===== src/rtl/pipe_pkg.sv =====
// Shared definitions for the generic pipeline stage register: FSM encoding,
// default widths and the ID/EXE payload and control-vector field layout.
package pipe_pkg;

  typedef enum logic [1:0] {
    ST_EMPTY = 2'd0,
    ST_ONE   = 2'd1,
    ST_TWO   = 2'd2
  } pipe_state_e;

  localparam int DEF_DATA_W  = 96;
  localparam int DEF_CTRL_W  = 4;
  localparam int DEF_STALL_W = 16;

  // ID/EXE payload layout inside in_data (bits 93..95 are spare)
  localparam int IDEX_ALUOP_LSB = 0;
  localparam int IDEX_ALUOP_W   = 4;
  localparam int IDEX_A_LSB     = 4;
  localparam int IDEX_A_W       = 32;
  localparam int IDEX_B_LSB     = 36;
  localparam int IDEX_B_W       = 32;
  localparam int IDEX_IMM_LSB   = 68;
  localparam int IDEX_IMM_W     = 16;
  localparam int IDEX_RD_LSB    = 84;
  localparam int IDEX_RD_W      = 5;
  localparam int IDEX_ACTRL_LSB = 89;
  localparam int IDEX_ACTRL_W   = 2;
  localparam int IDEX_BCTRL_LSB = 91;
  localparam int IDEX_BCTRL_W   = 2;

  // Side-effect control vector bit positions
  localparam int CTRL_WMEM  = 0;
  localparam int CTRL_M2REG = 1;
  localparam int CTRL_WREG  = 2;
  localparam int CTRL_WZ    = 3;

  function automatic logic [DEF_CTRL_W-1:0] pack_ctrl(input logic wz, input logic wreg,
                                                      input logic m2reg, input logic wmem);
    return {wz, wreg, m2reg, wmem};
  endfunction

endpackage


===== src/rtl/pipe_skid_buf.sv =====
// Skid entry plus the EMPTY/ONE/TWO occupancy state of a skid-mode stage.
// The skid entry is always younger than the main entry held by the parent.
module pipe_skid_buf
  import pipe_pkg::*;
#(
  parameter int DATA_W = DEF_DATA_W,
  parameter int CTRL_W = DEF_CTRL_W
) (
  input  logic              clk,
  input  logic              clrn,
  input  logic              flush,
  input  logic              accept,
  input  logic              pop,
  input  logic [DATA_W-1:0] in_data,
  input  logic [CTRL_W-1:0] in_ctrl,
  output pipe_state_e       state_o,
  output logic              skid_valid_o,
  output logic [DATA_W-1:0] skid_data_o,
  output logic [CTRL_W-1:0] skid_ctrl_o
);

  pipe_state_e       state_q, state_d;
  logic [DATA_W-1:0] skid_data_q, skid_data_d;
  logic [CTRL_W-1:0] skid_ctrl_q, skid_ctrl_d;

  // Occupancy transitions; the skid slot only fills when ONE accepts without popping
  always_comb begin
    state_d     = state_q;
    skid_data_d = skid_data_q;
    skid_ctrl_d = skid_ctrl_q;
    if (flush) begin
      state_d     = ST_EMPTY;
      skid_ctrl_d = '0;
    end else begin
      case (state_q)
        ST_EMPTY: begin
          if (accept) state_d = ST_ONE;
          else        state_d = ST_EMPTY;
        end
        ST_ONE: begin
          if (accept && !pop) begin
            state_d     = ST_TWO;
            skid_data_d = in_data;
            skid_ctrl_d = in_ctrl;
          end else if (pop && !accept) begin
            state_d = ST_EMPTY;
          end else begin
            state_d = ST_ONE;
          end
        end
        ST_TWO: begin
          if (pop) state_d = ST_ONE;
          else     state_d = ST_TWO;
        end
        default: state_d = ST_EMPTY;
      endcase
    end
  end

  // State and skid entry registers
  always_ff @(posedge clk or negedge clrn) begin
    if (!clrn) begin
      state_q     <= ST_EMPTY;
      skid_data_q <= '0;
      skid_ctrl_q <= '0;
    end else begin
      state_q     <= state_d;
      skid_data_q <= skid_data_d;
      skid_ctrl_q <= skid_ctrl_d;
    end
  end

  assign state_o      = state_q;
  assign skid_valid_o = (state_q == ST_TWO);
  assign skid_data_o  = skid_data_q;
  assign skid_ctrl_o  = skid_ctrl_q;

endmodule


===== src/rtl/pipe_stage_reg.sv =====
// Parametrised valid/ready pipeline stage with optional skid buffer, flush,
// bubble-safe control gating and a saturating stall-cycle counter.
module pipe_stage_reg
  import pipe_pkg::*;
#(
  parameter int DATA_W  = DEF_DATA_W,
  parameter int CTRL_W  = DEF_CTRL_W,
  parameter int SKID    = 1,
  parameter int STALL_W = DEF_STALL_W
) (
  input  logic               clk,
  input  logic               clrn,
  input  logic               in_valid,
  output logic               in_ready,
  input  logic [DATA_W-1:0]  in_data,
  input  logic [CTRL_W-1:0]  in_ctrl,
  input  logic               flush,
  output logic               out_valid,
  input  logic               out_ready,
  output logic [DATA_W-1:0]  out_data,
  output logic [CTRL_W-1:0]  out_ctrl,
  output logic [STALL_W-1:0] stall_cnt
);

  logic               main_valid_q, main_valid_d;
  logic [DATA_W-1:0]  main_data_q, main_data_d;
  logic [CTRL_W-1:0]  main_ctrl_q, main_ctrl_d;
  logic [STALL_W-1:0] stall_cnt_q, stall_cnt_d;
  logic               accept, pop;
  pipe_state_e        state;
  logic               skid_valid;
  logic [DATA_W-1:0]  skid_data;
  logic [CTRL_W-1:0]  skid_ctrl;

  function automatic logic [STALL_W-1:0] sat_inc(input logic [STALL_W-1:0] v);
    if (&v) return v;
    else    return v + STALL_W'(1);
  endfunction

  generate
    if (SKID != 0) begin : g_skid
      pipe_skid_buf #(
        .DATA_W(DATA_W),
        .CTRL_W(CTRL_W)
      ) u_skid (
        .clk         (clk),
        .clrn        (clrn),
        .flush       (flush),
        .accept      (accept),
        .pop         (pop),
        .in_data     (in_data),
        .in_ctrl     (in_ctrl),
        .state_o     (state),
        .skid_valid_o(skid_valid),
        .skid_data_o (skid_data),
        .skid_ctrl_o (skid_ctrl)
      );
      // Ready comes from stored occupancy only, never from out_ready
      assign in_ready = ~skid_valid;
    end else begin : g_noskid
      assign state      = ST_EMPTY;
      assign skid_valid = 1'b0;
      assign skid_data  = '0;
      assign skid_ctrl  = '0;
      assign in_ready   = ~main_valid_q | out_ready;
    end
  endgenerate

  assign accept = in_valid & in_ready;
  assign pop    = main_valid_q & out_ready;

  // Head entry update; flush discards both held entries and any accepted input
  always_comb begin
    main_valid_d = main_valid_q;
    main_data_d  = main_data_q;
    main_ctrl_d  = main_ctrl_q;
    if (flush) begin
      main_valid_d = 1'b0;
      main_ctrl_d  = '0;
    end else if (SKID == 0) begin
      if (accept) begin
        main_valid_d = 1'b1;
        main_data_d  = in_data;
        main_ctrl_d  = in_ctrl;
      end else if (pop) begin
        main_valid_d = 1'b0;
      end else begin
        main_valid_d = main_valid_q;
      end
    end else begin
      case (state)
        ST_EMPTY, ST_ONE: begin
          if (accept && (pop || (state == ST_EMPTY))) begin
            main_valid_d = 1'b1;
            main_data_d  = in_data;
            main_ctrl_d  = in_ctrl;
          end else if (pop && !accept) begin
            main_valid_d = 1'b0;
          end else begin
            main_valid_d = main_valid_q;
          end
        end
        ST_TWO: begin
          if (pop) begin
            main_valid_d = 1'b1;
            main_data_d  = skid_data;
            main_ctrl_d  = skid_ctrl;
          end else begin
            main_valid_d = main_valid_q;
          end
        end
        default: main_valid_d = 1'b0;
      endcase
    end
  end

  // Stall counter survives flush; only reset clears it
  always_comb begin
    if (main_valid_q && !out_ready) stall_cnt_d = sat_inc(stall_cnt_q);
    else                            stall_cnt_d = stall_cnt_q;
  end

  // Head entry and stall counter registers
  always_ff @(posedge clk or negedge clrn) begin
    if (!clrn) begin
      main_valid_q <= 1'b0;
      main_data_q  <= '0;
      main_ctrl_q  <= '0;
      stall_cnt_q  <= '0;
    end else begin
      main_valid_q <= main_valid_d;
      main_data_q  <= main_data_d;
      main_ctrl_q  <= main_ctrl_d;
      stall_cnt_q  <= stall_cnt_d;
    end
  end

  assign out_valid = main_valid_q;
  assign out_data  = main_data_q;
  assign out_ctrl  = main_ctrl_q & {CTRL_W{main_valid_q}};
  assign stall_cnt = stall_cnt_q;

endmodule


===== config.mk =====
export PLATFORM = sky130hd
export DESIGN_NAME = pipe_stage_reg
export DESIGN_NICKNAME = d
export VERILOG_FILES = /design/src/rtl/pipe_pkg.sv /design/src/rtl/pipe_skid_buf.sv /design/src/rtl/pipe_stage_reg.sv
export SDC_FILE = /design/constraint.sdc
export NUM_CORES = 1
export LEC_CHECK = 0
export ABC_AREA = 1
export BUFFER_PORTS_ARGS = -buffer_cell sky130_fd_sc_hd__buf_2
export CAP_MARGIN = 10
export CORE_UTILIZATION = 30
export CTS_CLUSTER_DIAMETER = 120
export DETAILED_ROUTE_END_ITERATION = 6
export GPL_TIMING_DRIVEN = 0
export HOLD_SLACK_MARGIN = 0.08
export SLEW_MARGIN = 20
export SYNTH_ARGS = -nofsm -noshare
export SYNTH_HDL_FRONTEND = slang
export SYNTH_SLANG_ARGS = --single-unit

===== constraint.sdc =====
create_clock -name clk -period 4.7 [get_ports clk]
set_clock_uncertainty 0.1 [all_clocks]
set_input_delay 0.47 -clock clk [delete_from_list [all_inputs] [get_ports clk]]
set_output_delay 0.47 -clock clk [all_outputs]
set_load 0.02 [all_outputs]

Word level (Yosys, flattened, before mapping)
Index checks and enable logic that the tools add are counted.
{"block": "totals", "regBits": 219, "inputBits": 105, "elab_cells": 63}
{"block": "op_classes", "addsub": 1, "eq_ne": 7, "muxes": 21, "n_bitwise": 6, "n_reduce_logical": 21}
{"op": "96-bit 2-to-1 mux", "count": 2}
{"op": "96-bit one-hot mux with 2 select lines", "count": 1}
{"op": "4-bit 2-to-1 mux", "count": 6}
{"op": "16-bit by 1-bit adder with 16-bit output (second input constant)", "count": 1}
{"op": "16-bit AND reduction", "count": 1}
{"op": "4-bit one-hot mux with 2 select lines", "count": 1}
{"op": "1-bit 2-to-1 mux", "count": 6}
{"op": "2-bit 2-to-1 mux", "count": 3}
{"op": "2-bit one-hot mux with 3 select lines", "count": 1}
{"op": "2-bit AND reduction", "count": 3}
{"op": "3-bit AND reduction", "count": 2}
{"op": "2-bit nonzero test", "count": 3}
{"op": "4-bit AND", "count": 1}
{"op": "1-bit logical AND", "count": 4}
{"op": "4-bit inequality test (second input constant)", "count": 1}
{"op": "4-bit AND reduction", "count": 1}
{"op": "1-bit logical NOT", "count": 3}
{"op": "3-bit by 2-bit inequality test with 1-bit output (second input constant)", "count": 1}
{"op": "3-bit inequality test (second input constant)", "count": 1}
{"op": "1-bit NOT", "count": 3}
{"op": "3-bit nonzero test", "count": 1}
{"op": "1-bit AND", "count": 2}
{"op": "2-bit by 1-bit == test with 1-bit output (second input constant)", "count": 1}
{"op": "2-bit == test (second input constant)", "count": 1}
{"op": "6 further kinds", "count": 6}

Longest topological paths before layout
{"block": "logic_depth", "word_depth": 9, "ltp_mapped": 12, "ltp_nobuf": 9}

Modules after synthesis
A second synthesis with hierarchy kept.
{"block": "unflattened", "cells_unflattened": 1404, "area_unflattened_um2": 10847.9}
{"mod": "pipe_stage_reg", "instances": 1, "cells_each": 951, "area_per_inst_um2": 6687.7, "seq_area_each_um2": 2927.8}
{"mod": "pipe_skid_buf", "instances": 1, "cells_each": 453, "area_per_inst_um2": 4160.2, "seq_area_each_um2": 2552.4}

Worst setup path before layout
OpenSTA, ideal clock, no wires.
{"block": "synth_timing", "kind": "register to register", "start": "reg g_skid.u_skid.state_q[1] (netlist: g_skid.u_skid.state_o[1])", "end": "reg g_skid.u_skid.skid_data_q[89] (netlist: g_skid.u_skid.skid_data_o[89])", "setup_ps": 132, "arrival_ps": 2172, "path_slack_ps": 2297, "path_stages_with_launch": 13, "n_path_buf": 5, "period_less_slack_ps": 2403, "cell_sequence": "dfrtp_1 > buf_2 > nand2_1 > buf_2 > buf_1 > nand2_1 > inv_1 > ha_1 > nand3_1 > clkbuf_1 > clkbuf_1 > nand2_1 > o21ai_0"}
{"block": "synth_via", "elab_chain_cells": 5}
{"element": "from (decl)", "line": "pipe_skid_buf.sv:22", "text": "pipe_state_e state_q, state_d;"}
{"element": "from (signal assigned)", "line": "pipe_skid_buf.sv:67", "text": "state_q <= state_d;"}
{"element": "2-bit == test", "line": "pipe_skid_buf.sv:74", "text": "assign skid_valid_o = (state_q == ST_TWO);"}
{"element": "1-bit NOT", "line": "pipe_stage_reg.sv:59", "text": "assign in_ready = ~skid_valid;"}
{"element": "net in_ready", "line": "pipe_stage_reg.sv:14", "text": "output logic in_ready,"}
{"element": "1-bit AND", "line": "pipe_stage_reg.sv:69", "text": "assign accept = in_valid & in_ready;"}
{"element": "1-bit logical AND", "line": "pipe_skid_buf.sv:41", "text": "if (accept && !pop) begin"}
{"element": "3-bit AND reduction (no source line)"}
{"element": "to (signal assigned)", "line": "pipe_skid_buf.sv:68", "text": "skid_data_q <= skid_data_d;"}
{"element": "to (decl)", "line": "pipe_skid_buf.sv:23", "text": "logic [DATA_W-1:0] skid_data_q, skid_data_d;"}
The timed path passes the listed nets, and every way through them passes these cells.
A chain may end at the register's enable or synchronous reset.

Worst setup path in the final report
{"block": "layout_timing", "start": "reg g_skid.u_skid.state_q[0] (netlist: g_skid.u_skid.state_o[0])", "end": "reg g_skid.u_skid.skid_data_q[90] (netlist: g_skid.u_skid.skid_data_o[90])"}
{"block": "layout_via", "elab_chain_cells": 5}
{"element": "2-bit == test", "line": "pipe_skid_buf.sv:74"}
{"element": "1-bit NOT", "line": "pipe_stage_reg.sv:59"}
{"element": "1-bit AND", "line": "pipe_stage_reg.sv:69"}
{"element": "1-bit logical AND", "line": "pipe_skid_buf.sv:41"}
{"element": "3-bit AND reduction (no source line) (*)"}
Mark *: on every way between the ends. The rest lies on a longest branch, timed or not.

==> flow_metrics.tcl <==
set metrics [dict create \
    numPlacedInstances 1916 \
    timing.critical_path.arrival_ns 3.49 \
    worst_path_largest_cell_delay_ns 0.54 \
    final_hold_viol_count 0 \
    cp-startpoint "g_skid.u_skid.state_o[0]$_DFF_PN0_" \
    drive_gt1_share_pct 18.7 \
    grt_first_pass_wirelength_um 46200 \
    avgViaCountPerCell 4.43 \
    dr.pass1.iters 5 \
    critPathRequiredTime_ns 5.00 \
    core_area_um2 31900 \
    tightest_slew_ns 0.792 \
    cts_post_setup_buffers_inserted 0 \
    fin_cells 2010 \
    cp_cell_sequence "inv_1 > nand2_1 > buf_2 > buf_1 > nand2_1 > inv_1 > ha_1 > nand3_1 > clkbuf_1 > clkbuf_1 > o21ai_0" \
    register_to_register_setup_slack_ns 1.51 \
    worst_vdd_rail_ir_drop_v 0.000283 \
    postLayoutCellArea_um2 12900 \
    totalWireLength_um 28500 \
    p_per_area_nw_per_um2 501 \
    commonest_non_fill_non_tap_cell_in_the_layout "nand2_1" \
    rr_startpoint "g_skid.u_skid.state_o[0]$_DFF_PN0_" \
    layout-area-overhead-vs-synth_pct 31.3 \
    start_kind "flip-flop" \
    detail_route.iter0.violations 490 \
    clk-insertion-delay-late_ns 0.55 \
    cts_sinks 219 \
    worstPathBufferInverterCount 6 \
    die-width_um 183 \
    placement.setup.worst_slack_ns 1.42 \
    maxCapViolations 0 \
    placement.cell_area_um2 11500 \
    rows 65 \
    finalCriticalPeriod_ns 3.19 \
    dp_hpwl_um 19900 \
    numCtsBuffers 27 \
    timing.rr.end "g_skid.u_skid.skid_data_o[90]$_DFFE_PN0P_" \
    critical_path.endpoint "g_skid.u_skid.skid_data_o[90]$_DFFE_PN0P_" \
    run_status "completed" \
    syn_area_um2 9820 \
    grt_antenna_before_repair 3 \
    final_min_period_over_clock_period_pct 68.0 \
    mappedNetlistNets 1365 \
    synthesis.area_per_instance_um2 7.81 \
    final_setup_violation_count 0 \
    synth_top_cell_by_area "dfrtp_1" \
    tritoncts_clock_tree "done" \
    synth-warning-count 0 \
    netlist_instances 1257 \
    design.die.area_um2 33500 \
    yosys-top-cells-area "dfrtp_1 56%, nand2_1 18%, o21ai_0 5.6%" \
    grt_start_max_net_pins 95 \
    timing_max_transition_violations_final 0 \
    first_global_vias 8709 \
    detailroute.via_count 8897 \
    timing.slew.headroom_pct 47.2 \
    power.leakage_nw 7.14 \
    synth_top_area_share_pct 55.8 \
    synth_enable_flop_cells 0 \
    dieHeight_um 183 \
    postSynth.asyncResetShare_pct 100 \
    clk_transition_reported_paths_ns 0.06 \
    critical-path-slowest-cell "clkbuf_1" \
    groute.usage.overall_pct 17.3 \
    critical_path_peak_fanout 10 \
    globalplace.congestion 0.816 \
    cts-root-buf "clkbuf_16" \
    global_route_congestion_overflow_total 0 \
    hold_path.class "in -> reg" \
    synth_seq_area_share_pct 55.8 \
    post_drt_wl_per_cell_um 14.2 \
    synthDistinctLibCells 23 \
    portBuffers 222 \
    cp.depth 11 \
    fin_setup_tns_ns 0 \
    final_cell_mix "479 x nand2_1, 244 x buf_2, 219 x dfrtp_1" \
    rsz0062_at_grt "no" \
    final_nets 1663 \
    htree_levels 1 \
    crit_path_end_kind "flip-flop" \
    post-route-util_pct 40.4 \
    cp_top_family "buffers and inverters" \
    drc 0 \
    synth_flop_type "dfrtp_1" \
    postLayoutSetupSlackWorst_ns 1.51 \
    start_util_pct 30.8 \
    synth.ff_latch_count 219 \
    max_clock_freq_mhz 313 \
    timing.setup.critical_path_class "reg -> reg" \
    ctsLongestPathBuffers 3 \
    worstRegToRegCells 11 \
    detail-route-antenna-nets 0 \
    top_level_ports 223 \
]
## cell usage after synthesis, types with 3 or more instances
library cell	instances
dfrtp_1	219
buf_1	6
nand4_1	10
o21ai_0	109
ha_1	3
inv_1	124
clkbuf_1	36
buf_2	23
nand3_1	21
nand2_1	479
xnor2_1	6
nor2_1	115
a21oi_1	96
## cell type report
| cell class | count | area (µm²) |
|---|---|---|
| clock buffers | 38 | 757 |
| repair buffers | 269 | 1630 |
| diodes | 3 | 7.51 |
| inverters | 124 | 465 |
| flip-flops and latches | 219 | 5480 |
| multi-input cells | 848 | 3590 |
| plain buffers | 66 | 280 |
| fillers | 3338 | 19000 |
| clock inverters | 8 | 136 |
| well taps | 435 | 544 |
## kinds of logic after synthesis
logic type      count (synthesis)  share of synthesized area [%]
flops                         219                           55.8
xor+xnor                        6                          0.535
fa+ha+maj                       3                          0.382
buf+inv                       190                           7.60
simple gates                  631                           24.9
compound gates                208                           10.7
## registers in the layout, indices dropped and copies added (netlist names)
register,flops
out_data,96
stall_cnt,16
g_skid.u_skid.state_o,2
g_skid.u_skid.skid_ctrl_o,4
g_skid.u_skid.skid_data_o,96
out_valid,1
main_ctrl_q,4
## worst min path at each step
stage                                  startpoint                                   endpoint  slack [ns]  cells after the start
after floorplan                              clrn   g_skid.u_skid.skid_ctrl_o[0]$_DFFE_PN0P_        0.07                      0
after global placement    out_data[5]$_DFFE_PN0P_                    out_data[5]$_DFFE_PN0P_        0.35                      2
after detailed placement                     clrn                   out_data[13]$_DFFE_PN0P_        0.27                      1
after CTS                             in_data[18]  g_skid.u_skid.skid_data_o[18]$_DFFE_PN0P_        0.08                      3
after global routing                  in_data[21]  g_skid.u_skid.skid_data_o[21]$_DFFE_PN0P_         0.1                      3
final                                 in_data[45]  g_skid.u_skid.skid_data_o[45]$_DFFE_PN0P_        0.11                      3
## per-stage QoR
| step | power [mW] | hold WS (ns) |
|---|---|---|
| 5_1_grt | 6.89 | 0.0952 |
| 3_3_place_gp | 4.31 | 0.350 |
| 3_5_place_dp | 4.37 | 0.267 |
| 6_report | 6.46 | 0.106 |
| 2_1_floorplan | 3.75 | 0.0744 |
| 4_1_cts | 6.56 | 0.0800 |
## worst min-delay path: stages
cell	delay, ns
buf_2	0.10
nor2_1	0.04
a21oi_1	0.10
## where the power goes
part	internal [mW]	switching, mW
sequential	2.47	0.274
combinational	0.558	1.04
clock	1.28	0.829
## layer usage
layer	global-route usage, %	vias to the layer above	wire [µm]
li1	-	4489	-
met1	23.2	4144	13200
met3	3.26	36	1720
met2	28.9	228	13100
met5	0	-	0
met4	4.23	0	490
## what timing repair did
action	4_1_cts	5_1_grt
hold endpoints to repair	79	0
gates resized for setup	0	0
hold buffers	45	0
Power figures use the tool's default switching activity.
